==> src/rtl/pfb_ctrl.sv <==
// pfb_ctrl: run control, double-buffered coefficient bank and output-valid
// qualification for a polyphase filter bank.
//
// Optional feature: define PFB_CTRL_FRAME_CNT_EN to build the frame counter;
// without it frame_cnt is tied to zero.
//
// state    | meaning
// ---------+------------------------------------------------------------
// ST_IDLE  | stopped; filt_valid held low, waiting for start
// ST_RUN   | upstream samples gated through to the filter
// ST_DRAIN | input closed, waiting OUT_LAT cycles for the filter to empty
//
// COEFF_DLY and OUT_LAT are expected to be at least 2 and 1 respectively.
module pfb_ctrl #(
    parameter int COEFF_WIDTH  = 16,
    parameter int NOF_TAPS     = 4,
    parameter int NOF_BRANCHES = 2,
    parameter int COEFF_DLY    = 2,
    parameter int OUT_LAT      = 5
) (
    input  logic                          clk_data,
    input  logic                          rst,
    input  logic                          start,
    input  logic                          stop,
    input  logic                          data_in_valid,
    output logic                          filt_valid,
    output logic                          filt_rst,
    input  logic                          cfg_wr_en,
    input  logic [2:0]                    cfg_wr_addr,
    input  logic [COEFF_WIDTH-1:0]        cfg_wr_data,
    input  logic                          cfg_commit,
    output logic                          cfg_ready,
    output logic signed [COEFF_WIDTH-1:0] coeff_a,
    output logic signed [COEFF_WIDTH-1:0] coeff_b,
    output logic signed [COEFF_WIDTH-1:0] coeff_c,
    output logic signed [COEFF_WIDTH-1:0] coeff_d,
    output logic                          data_out_valid,
    output logic                          busy,
    output logic [15:0]                   frame_cnt
);

    localparam int NOF_WORDS = NOF_TAPS * NOF_BRANCHES;
    localparam int ADDR_W    = 3;
    localparam int BR_W      = (NOF_BRANCHES > 1) ? $clog2(NOF_BRANCHES) : 1;
    localparam int PRIME_W   = $clog2(NOF_WORDS + 1);
    localparam int DRAIN_W   = (OUT_LAT > 1) ? $clog2(OUT_LAT) : 1;

    localparam logic [BR_W-1:0]    LAST_BR    = BR_W'(NOF_BRANCHES - 1);
    localparam logic [PRIME_W-1:0] PRIME_FULL = PRIME_W'(NOF_WORDS);
    localparam logic [DRAIN_W-1:0] DRAIN_LOAD = DRAIN_W'(OUT_LAT - 1);

    typedef enum logic [1:0] {
        ST_IDLE,
        ST_RUN,
        ST_DRAIN
    } state_t;

    state_t                        state;
    logic [DRAIN_W-1:0]            drain_cnt;
    logic [BR_W-1:0]               branch;
    logic                          wrap;
    logic                          active;
    logic                          pending;
    logic                          swap_done;
    logic                          swap_now;
    logic                          wr_ok;
    logic signed [COEFF_WIDTH-1:0] bank [0:1][0:NOF_WORDS-1];
    logic [BR_W:0]                 tag_sr [0:COEFF_DLY-2];
    logic                          sel_bank;
    logic [BR_W-1:0]               sel_br;
    logic [PRIME_W-1:0]            prime_cnt;
    logic [OUT_LAT-1:0]            dv_sr;

    function automatic logic [ADDR_W-1:0] word_addr(input logic [BR_W-1:0] br, input int tap);
        return ADDR_W'(int'(br) * NOF_TAPS + tap);
    endfunction

    // Run gating and the filter clear pulse follow the state and this cycle's inputs.
    assign filt_valid = !rst && (state == ST_RUN) && data_in_valid;
    assign filt_rst   = !rst && (state == ST_IDLE) && start && !stop;
    assign busy       = (state != ST_IDLE);
    assign wrap       = filt_valid && (branch == LAST_BR);

    // Bank swap waits for a frame boundary while running so a frame never mixes banks.
    assign swap_now  = pending && !swap_done && ((state != ST_RUN) || wrap);
    assign wr_ok     = cfg_wr_en && !pending && ({29'd0, cfg_wr_addr} < 32'(NOF_WORDS));
    assign cfg_ready = !pending;

    // Each coefficient fetch uses the bank that was active when its sample was taken.
    assign {sel_bank, sel_br} = tag_sr[COEFF_DLY-2];

    // Run-control state machine; stop has priority over start.
    always_ff @(posedge clk_data) begin
        if (rst) begin
            state     <= ST_IDLE;
            drain_cnt <= '0;
        end else begin
            case (state)
                ST_IDLE: begin
                    if (start && !stop) state <= ST_RUN;
                end
                ST_RUN: begin
                    if (stop) begin
                        state     <= ST_DRAIN;
                        drain_cnt <= DRAIN_LOAD;
                    end
                end
                ST_DRAIN: begin
                    if (drain_cnt == '0) state <= ST_IDLE;
                    else drain_cnt <= drain_cnt - 1'b1;
                end
                default: state <= ST_IDLE;
            endcase
        end
    end

    // Branch counter mirrors the filter's internal branch selection.
    always_ff @(posedge clk_data) begin
        if (rst || filt_rst) begin
            branch <= '0;
        end else if (filt_valid) begin
            branch <= (branch == LAST_BR) ? '0 : branch + 1'b1;
        end
    end

    // Commit handshake: pending drops one cycle after the swap takes effect.
    always_ff @(posedge clk_data) begin
        if (rst) begin
            active    <= 1'b0;
            pending   <= 1'b0;
            swap_done <= 1'b0;
        end else begin
            swap_done <= swap_now;
            if (swap_now) active <= !active;
            if (swap_done) pending <= 1'b0;
            else if (cfg_commit) pending <= 1'b1;
        end
    end

    // Coefficient storage; only the shadow bank is writable.
    always_ff @(posedge clk_data) begin
        if (rst) begin
            for (int b = 0; b < 2; b++) begin
                for (int w = 0; w < NOF_WORDS; w++) begin
                    bank[b][w] <= '0;
                end
            end
        end else if (wr_ok) begin
            bank[!active][cfg_wr_addr] <= cfg_wr_data;
        end
    end

    // Bank/branch tag pipeline aligning coefficients with samples at the multipliers.
    always_ff @(posedge clk_data) begin
        if (rst) begin
            for (int i = 0; i < COEFF_DLY - 1; i++) begin
                tag_sr[i] <= '0;
            end
        end else begin
            tag_sr[0] <= {active, branch};
            for (int i = 1; i < COEFF_DLY - 1; i++) begin
                tag_sr[i] <= tag_sr[i-1];
            end
        end
    end

    // Registered coefficient fetch, the last stage of the coefficient delay.
    always_ff @(posedge clk_data) begin
        if (rst) begin
            coeff_a <= '0;
            coeff_b <= '0;
            coeff_c <= '0;
            coeff_d <= '0;
        end else begin
            coeff_a <= bank[sel_bank][word_addr(sel_br, 0)];
            coeff_b <= bank[sel_bank][word_addr(sel_br, 1)];
            coeff_c <= bank[sel_bank][word_addr(sel_br, 2)];
            coeff_d <= bank[sel_bank][word_addr(sel_br, 3)];
        end
    end

    // Samples since start, saturating once every tap of every branch holds real data.
    always_ff @(posedge clk_data) begin
        if (rst || filt_rst) begin
            prime_cnt <= '0;
        end else if (filt_valid && (prime_cnt != PRIME_FULL)) begin
            prime_cnt <= prime_cnt + 1'b1;
        end
    end

    // Output-valid delay line; samples taken before the filter was primed are masked.
    always_ff @(posedge clk_data) begin
        if (rst) begin
            dv_sr <= '0;
        end else begin
            dv_sr <= (dv_sr << 1) | OUT_LAT'(filt_valid && (prime_cnt == PRIME_FULL));
        end
    end

    assign data_out_valid = dv_sr[OUT_LAT-1];

`ifdef PFB_CTRL_FRAME_CNT_EN
    // Completed frames, saturating.
    always_ff @(posedge clk_data) begin
        if (rst) begin
            frame_cnt <= '0;
        end else if (wrap && (frame_cnt != 16'hFFFF)) begin
            frame_cnt <= frame_cnt + 16'd1;
        end
    end
`else
    assign frame_cnt = 16'd0;
`endif

endmodule
==> config.mk <==
export PLATFORM = sky130hd
export DESIGN_NAME = pfb_ctrl
export DESIGN_NICKNAME = d
export VERILOG_FILES = /design/src/rtl/pfb_ctrl.sv
export SDC_FILE = /design/constraint.sdc
export NUM_CORES = 1
export LEC_CHECK = 0
export BUFFER_PORTS_ARGS = -buffer_cell sky130_fd_sc_hd__buf_2
export CAP_MARGIN = 20
export CORE_MARGIN = 1.5
export CORE_UTILIZATION = 40
export CTS_BUF_LIST = sky130_fd_sc_hd__clkbuf_16
export CTS_CLUSTER_SIZE = 12
export DETAILED_ROUTE_END_ITERATION = 8
export PLACE_DENSITY_LB_ADDON = 0.2
export SLEW_MARGIN = 5
export SYNTH_ARGS = -nofsm -noshare
export SYNTH_HDL_FRONTEND = slang
export SYNTH_SLANG_ARGS = --single-unit
==> constraint.sdc <==
create_clock -name clk_data -period 2.75 [get_ports clk_data]
set_clock_uncertainty 0.2 [all_clocks]
set_input_delay 0.55 -clock clk_data [delete_from_list [all_inputs] [get_ports clk_data]]
set_output_delay 0.55 -clock clk_data [all_outputs]
set_load 0.03 [all_outputs]
# == After elaboration in Yosys (flattened, before gate mapping) ==
# Memories as Yosys holds them, arrays and structs flattened.
# Index checks and enable logic that the tools add are counted.
# word_totals
out_inout_bits,85
ram_bits,258
regBits,82
n_memories,2
# mem_list
name,depth,width,read_ports,rd_ports_with_merged_regs,wr,line_no,source
bank,2,128,1,0,2,67,logic signed [COEFF_WIDTH-1:0] bank [0:1][0:NOF_WORDS-1];
tag_sr,1,2,1,0,1,68,logic [BR_W:0] tag_sr [0:COEFF_DLY-2];
# op_classes
n_bitwise,6
n_reduce_logical,29
n_lt_le_gt_ge,6
n_eq_ne,9
n_mux,33
n_addsub,6
# ops
op,n
$mux W128,3
$bmux W16 S3,4
$mux W16,9
$reduce_or A128 Y1,1
$demux W16 S3,1
$ge A4 B4 Y1 const B,5
$not A3 Y4,5
$logic_and A1 B1 Y1,13
$mux W1,8
$mux W2,4
$add A3 B2 Y3 const B,2
$mux W3,2
$ne A2 B2 Y1 const B,3
$pmux W2 S3,1
$pmux W3 S2,1
$reduce_and A3 Y1,2
$logic_not A1 Y1,5
$or A5 B1 Y5,1
$add A4 B1 Y4 const B,1
$eq A4 B4 Y1 const B,1
$lt A4 B1 Y1 const B,1
$ne A2 B1 Y1 const B,2
$ne A4 B4 Y1 const B,1
$reduce_bool A2 Y1,2
other kinds (9),11

# == Logic depth before layout (Yosys ltp) ==
# Gate-level depths: netlist of the first run.
# logic_depth
ltp_word,8
ltp_mapped,6
mapped_depth_nobuf,6

# == Worst setup path before layout of the first run ==
# OpenSTA, ideal clock, no wires.
# synth_timing
path_type,in2reg
startpoint,input port cfg_wr_addr[0]
endpoint,"memory bank[1][80] (netlist bit), enable pin"
arrival_ps,1942
slack_ps,213
cell_stages,3
required_ps,2156
cell_sequence,buf_2 or3_1 a21oi_1
# synth_lines
item,line_no,source
"start, declared",29,"input logic [2:0] cfg_wr_addr,"
"end, declared",67,

# == Worst setup path in the final report of the first run ==
# layout_timing
startpoint,register state[0]
endpoint,output port filt_valid
# layout_via
elab_chain_cells,3
# layout_rtl
item,line_no,source
"start, declared",58,state_t state;
"start signal, assigned",95,state <= ST_IDLE;
"start signal, assigned",100,if (start && !stop) state <= ST_RUN;
"start signal, assigned",104,state <= ST_DRAIN;
$eq A2 B1 Y1,79,assign filt_valid = !rst && (state == ST_RUN) && data_in_valid;
$logic_and A1 B1 Y1 (2 in series),79,
"end, declared",26,"output logic filt_valid,"
# Every way passes these cells.

==> results.ini, run 1 <==
[sta]
tns_ps=0
hold_violations=0
rsz0062_at_grt=false
fmax_mhz=397
relSlewSlack=0.598
setup_viol=0
report.final.slew_viol_count=0
post-route-period-util=0.915
period_needed_ps=2520
worst_slew_pin_slew_ps=602

[logic_synthesis]
synth_area_leaders=edfxtp_1 58%, dfxtp_1 13%, mux4_2 11%
ys.flop_type=edfxtp_1
yosys_warnings=0
syn_area_um2=13300
seq_area_frac_synth=0.706
async_flop_share=0
synth_top_area_cell=edfxtp_1
ys_seq_elements=340
yosysTopAreaCellShare=0.580
synth-edff-count=256
syn-mean-instance-area_um2=16.7
synth.distinct_cells=46
syn-instance-count=793

[critical_path]
critPathArrivalTime_ps=1770
slowest_stage=dfxtp_1
end_kind=primary output
max_stage_delay_ps=490
critPathMaxFanout=10
worstSetupPathType=reg2out
critPathLaunchType=flop
path_cells=nand4bb_1, inv_1, buf_2
worstPathRequired_ps=2000

[detailed_routing]
wirelength_um=30400
num_vias=6860
drc=0
dr.pass1.iters=4
drt_iter0_drc=616
viasPerCell=4.97
route.detailed.wl_per_inst_um=22.0
route.antenna.remaining_nets=0

[status]
outcome=finished, final reports clean

[floorplan]
dieHeight_um=185
die_w_um=185
dieArea_um2=34300
pin_count=111
start_util=0.407
rows=66
core_area_um2=32600

[cells_and_area]
final-seq-area_um2=9370
final_common_cell=edfxtp_1
antenna_cells=0
multi_input_area_um2=3630
area_delta_synth_final_pct=16.6
layout-drive-gt1-share=0.277
layout.nets=941
final_design_area_no_fill_um2=15500
layout_common_cells=256 x edfxtp_1, 161 x and2_1, 93 x buf_2, 82 x dfxtp_1, 72 x nor2b_1
fillers=2830

[global_route]
grt_max_degree=87
grt_overflow=0
grt_pass1_vias=6941
antenna_found_initial=0
grt_pass1_wl_um=45800
track_usage=0.187

[placement]
port_buffers=94
gp_congestion=0.786
dp_hpwl_um=19000
placement.cell_area_um2=14300

[clock_tree]
root_buffer=clkbuf_16
post_cts_buffers=0
tritoncts=yes
post_cts_resized=0
cts.clk_slew.worst_paths_ps=60
clock_sinks=340
cts_buffer_depth=3
numCtsBuffers=38
htreeDepth=2
hold_buffers=0
clk_latency_ps=520

[flow_run]
max_cap_violations=0

[power]
cellPowerDensity_nw_per_um2=736
ir_worst_vdd_mv=0.369
p_leak_uw=0.00582

[hold_path]
min_path_type=in2reg

[cells by family after synthesis]
logic type,share of synthesized area
muxes,0.110
xor gates and xnor gates,0.000660
adders and majority gates,0.00377
buffers and inverters,0.0252
AOI/OAI and AO/OA,0.0100
DFF,0.706
other,0.000283
and+or+nand+nor,0.144
[cell usage after synthesis, types with 3 or more instances]
library cell / instances
and2_1: 161
nand3b_1: 4
buf_4: 16
mux4_2: 64
inv_1: 9
a21oi_1: 12
nand3_1: 5
nor2b_1: 72
ha_1: 4
edfxtp_1: 256
nor2_1: 9
or2_2: 10
clkbuf_1: 19
buf_1: 4
dfxtp_1: 84
buf_2: 15
clkbuf_2: 3
nand2_1: 3
o21ai_0: 4
[metal layers]
layer	global-route usage	vias up	part of all wire
li1	-	3115	-
met1	0.261	3513	0.44
met2	0.302	184	0.49
met3	0.0307	48	0.049
met4	0.0530	0	0.023
met5	0	-	0
[power by group]
part	internal (µW)	total, µW	switching (µW)
Clock	2710	4670	1960
Sequential	5830	5930	98.7
Combinational	258	785	527
Total	8800	11400	2580
[worst max-delay path, delay by kind of cell, from the launching register on]
kind | cells | cell delay [ps]
DFF | 1 | 490
buffers and inverters | 2 | 460
and+or+nand+nor | 1 | 320
[state kept, by name, summed over array words and instances (netlist names), 3 cells and up]
register   cells
coeff_a       16
drain_cnt      3
prime_cnt      4
coeff_d       16
dv_sr          5
coeff_b       16
coeff_c       16
bank         256
[metrics by stage]
step                hold WS, ps  power (µW)  std cells  utilization  worst slack [ps]
floorplan                   214        6500        808            -               213
global route               39.2       11800       1380        0.474               108
finish                     46.9       11400       1380        0.474               233
global placement            225        6840       1313        0.439               382
detailed placement          220        6840       1313        0.439               362
CTS                        31.1       11500       1380        0.474               209
[layout make-up]
class	instances	share of cell area
clock buffers	40	0.0647
multi-input cells	401	0.235
well taps	442	0.0357
inverters	10	0.00243
flip-flops and latches	340	0.606
repair buffers	120	0.0472
clock inverters	27	0.00938
[worst paths after layout]
kind / cells past startpoint / end / start / slack [ps]
max reg2reg: 3 / bank[1][123]$_SDFFCE_PN0P_ / pending$_SDFFE_PP0P_ / 730
min reg2reg: 1 / dv_sr[2]$_SDFF_PP0_ / dv_sr[1]$_SDFF_PP0_ / 230
min: 2 / state[0]$_SDFFE_PP0P_ / stop / 50
max: 3 / filt_valid / state[0]$_SDFFE_PP0P_ / 230
Power figures use the tool's default switching activity.
==> inputs of run 2 (changes only) <==
--- a/config.mk
+++ b/config.mk
@@ -7,6 +7,8 @@
 export LEC_CHECK = 0
 export BUFFER_PORTS_ARGS = -buffer_cell sky130_fd_sc_hd__buf_2
 export CAP_MARGIN = 20
+export CELL_PAD_IN_SITES_DETAIL_PLACEMENT = 2
+export CELL_PAD_IN_SITES_GLOBAL_PLACEMENT = 2
 export CORE_MARGIN = 1.5
 export CORE_UTILIZATION = 40
 export CTS_BUF_LIST = sky130_fd_sc_hd__clkbuf_16
==> run 2 against run 1 <==
Critical path depth did not move. Combinational power increased by 2%. Non-clock buffer count is 7 higher. Sequential power grew 1%. Critical path type unchanged.
==> results.ini, run 2 (synthesis gave the netlist of run 1 again) <==
[status]
outcome=finished, final reports clean

[critical_path]
max_stage_delay_ps=490
critPathMaxFanout=10
worstPathRequired_ps=2000
worstSetupPathType=reg2out
critPathLaunchType=flop
end_kind=primary output
slowest_stage=or3b_2
reg2regPathDepth=3
critPathArrivalTime_ps=1820
path_cells=or3b_2, nor3_1, buf_2

[clock_tree]
clock_sinks=340
clk_latency_ps=520
numCtsBuffers=38
cts.clk_slew.worst_paths_ps=60
cts_buffer_depth=3
tritoncts=yes
post_cts_buffers=0
root_buffer=clkbuf_16
htreeDepth=2

[placement]
placement.cell_area_um2=14400
pre_cts_slack_ps=325
gp_congestion=0.817
port_buffers=94
dp_hpwl_um=26000

[floorplan]
pin_count=111
dieArea_um2=34300
rows=66
dieHeight_um=185
die_w_um=185
core_area_um2=32600
start_util=0.407

[cells_and_area]
final_util=0.475
largest_reg_flops=256
final_design_area_no_fill_um2=15500
top_register=bank
final_common_cell=edfxtp_1
layout.nets=948
antenna_cells=0
layout-drive-gt1-share=0.277
layout_common_cells=256 x edfxtp_1, 161 x and2_1, 93 x buf_2, 82 x dfxtp_1, 72 x nor2b_1
area_delta_synth_final_pct=16.9

[power]
p_leak_uw=0.00584
ir_worst_vdd_mv=0.365
cellPowerDensity_nw_per_um2=747

[sta]
fmax_mhz=390
rsz0062_at_grt=false
report.final.slew_viol_count=0
hold_violations=0
worst_slew_pin_slew_ps=759
worst_slack_ps=184
tns_ps=0
relSlewSlack=0.494
setup_viol=0
post-route-period-util=0.933
hold_ws_ps=52.9
period_needed_ps=2570

[detailed_routing]
wirelength_um=38800
num_vias=7256
drt_iter0_drc=564
route.antenna.remaining_nets=0
dr.pass1.iters=5
route.detailed.wl_per_inst_um=28.0
drc=0
viasPerCell=5.23

[hold_path]
worstHoldPathCells=2
min_path_type=in2reg

[global_route]
grt_overflow=0
grt_pass1_wl_um=56600
grt_max_degree=37
antenna_found_initial=4
grt_pass1_vias=7971
track_usage=0.236

[flow_run]
max_cap_violations=0

-- run 2: final timing paths --
check                   startpoint                        end  slack (ps)
max reg2reg    active$_SDFFE_PP0P_  bank[0][60]$_SDFFCE_PN0P_         650
max          state[0]$_SDFFE_PP0P_                   filt_rst         180
min reg2reg    dv_sr[3]$_SDFF_PP0_        dv_sr[4]$_SDFF_PP0_         240
min                           stop      state[0]$_SDFFE_PP0P_          50
-- run 2: per-layer routing --
metal,track usage,vias up,wire length (µm)
met5,0,-,13
met3,0.0411,65,2190
met4,0.0709,2,1070
met1,0.306,3830,16000
met2,0.405,228,19600
li1,-,3131,-
-- run 2: power breakdown --
| group | switching, µW | internal [µW] | total (µW) |
|---|---|---|---|
| Clock | 2040 | 2750 | 4780 |
| Sequential | 166 | 5840 | 6000 |
| Combinational | 543 | 259 | 802 |
-- run 2: repair_timing --
action | in CTS | in global routing
resized for setup | 0 | 1
hold buffers | 0 | 0
endpoints found under the setup margin | 0 | 1
-- run 2: stage by stage --
step | cells | power [µW]
floorplan | 808 | 6500
global placement | 1320 | 6860
detailed placement | 1320 | 6920
CTS | 1388 | 11700
global route | 1388 | 11900
finish | 1388 | 11600
-- run 2: final cells by class --
type                       count  area, µm²
clock buffer                  39        976
clock inverter                29        173
fill                        3026      17100
inverter                      10       37.5
multi-input combinational    401       3620
sequential                   340       9370
tap                          442        553
timing repair buffer         127        771
-- run 2: critical path: cells and delay by family, from the launching register on --
family	cells	cell delay [ps]
DFF	1	410
and+or+nand+nor	2	650
buffers and inverters	1	230
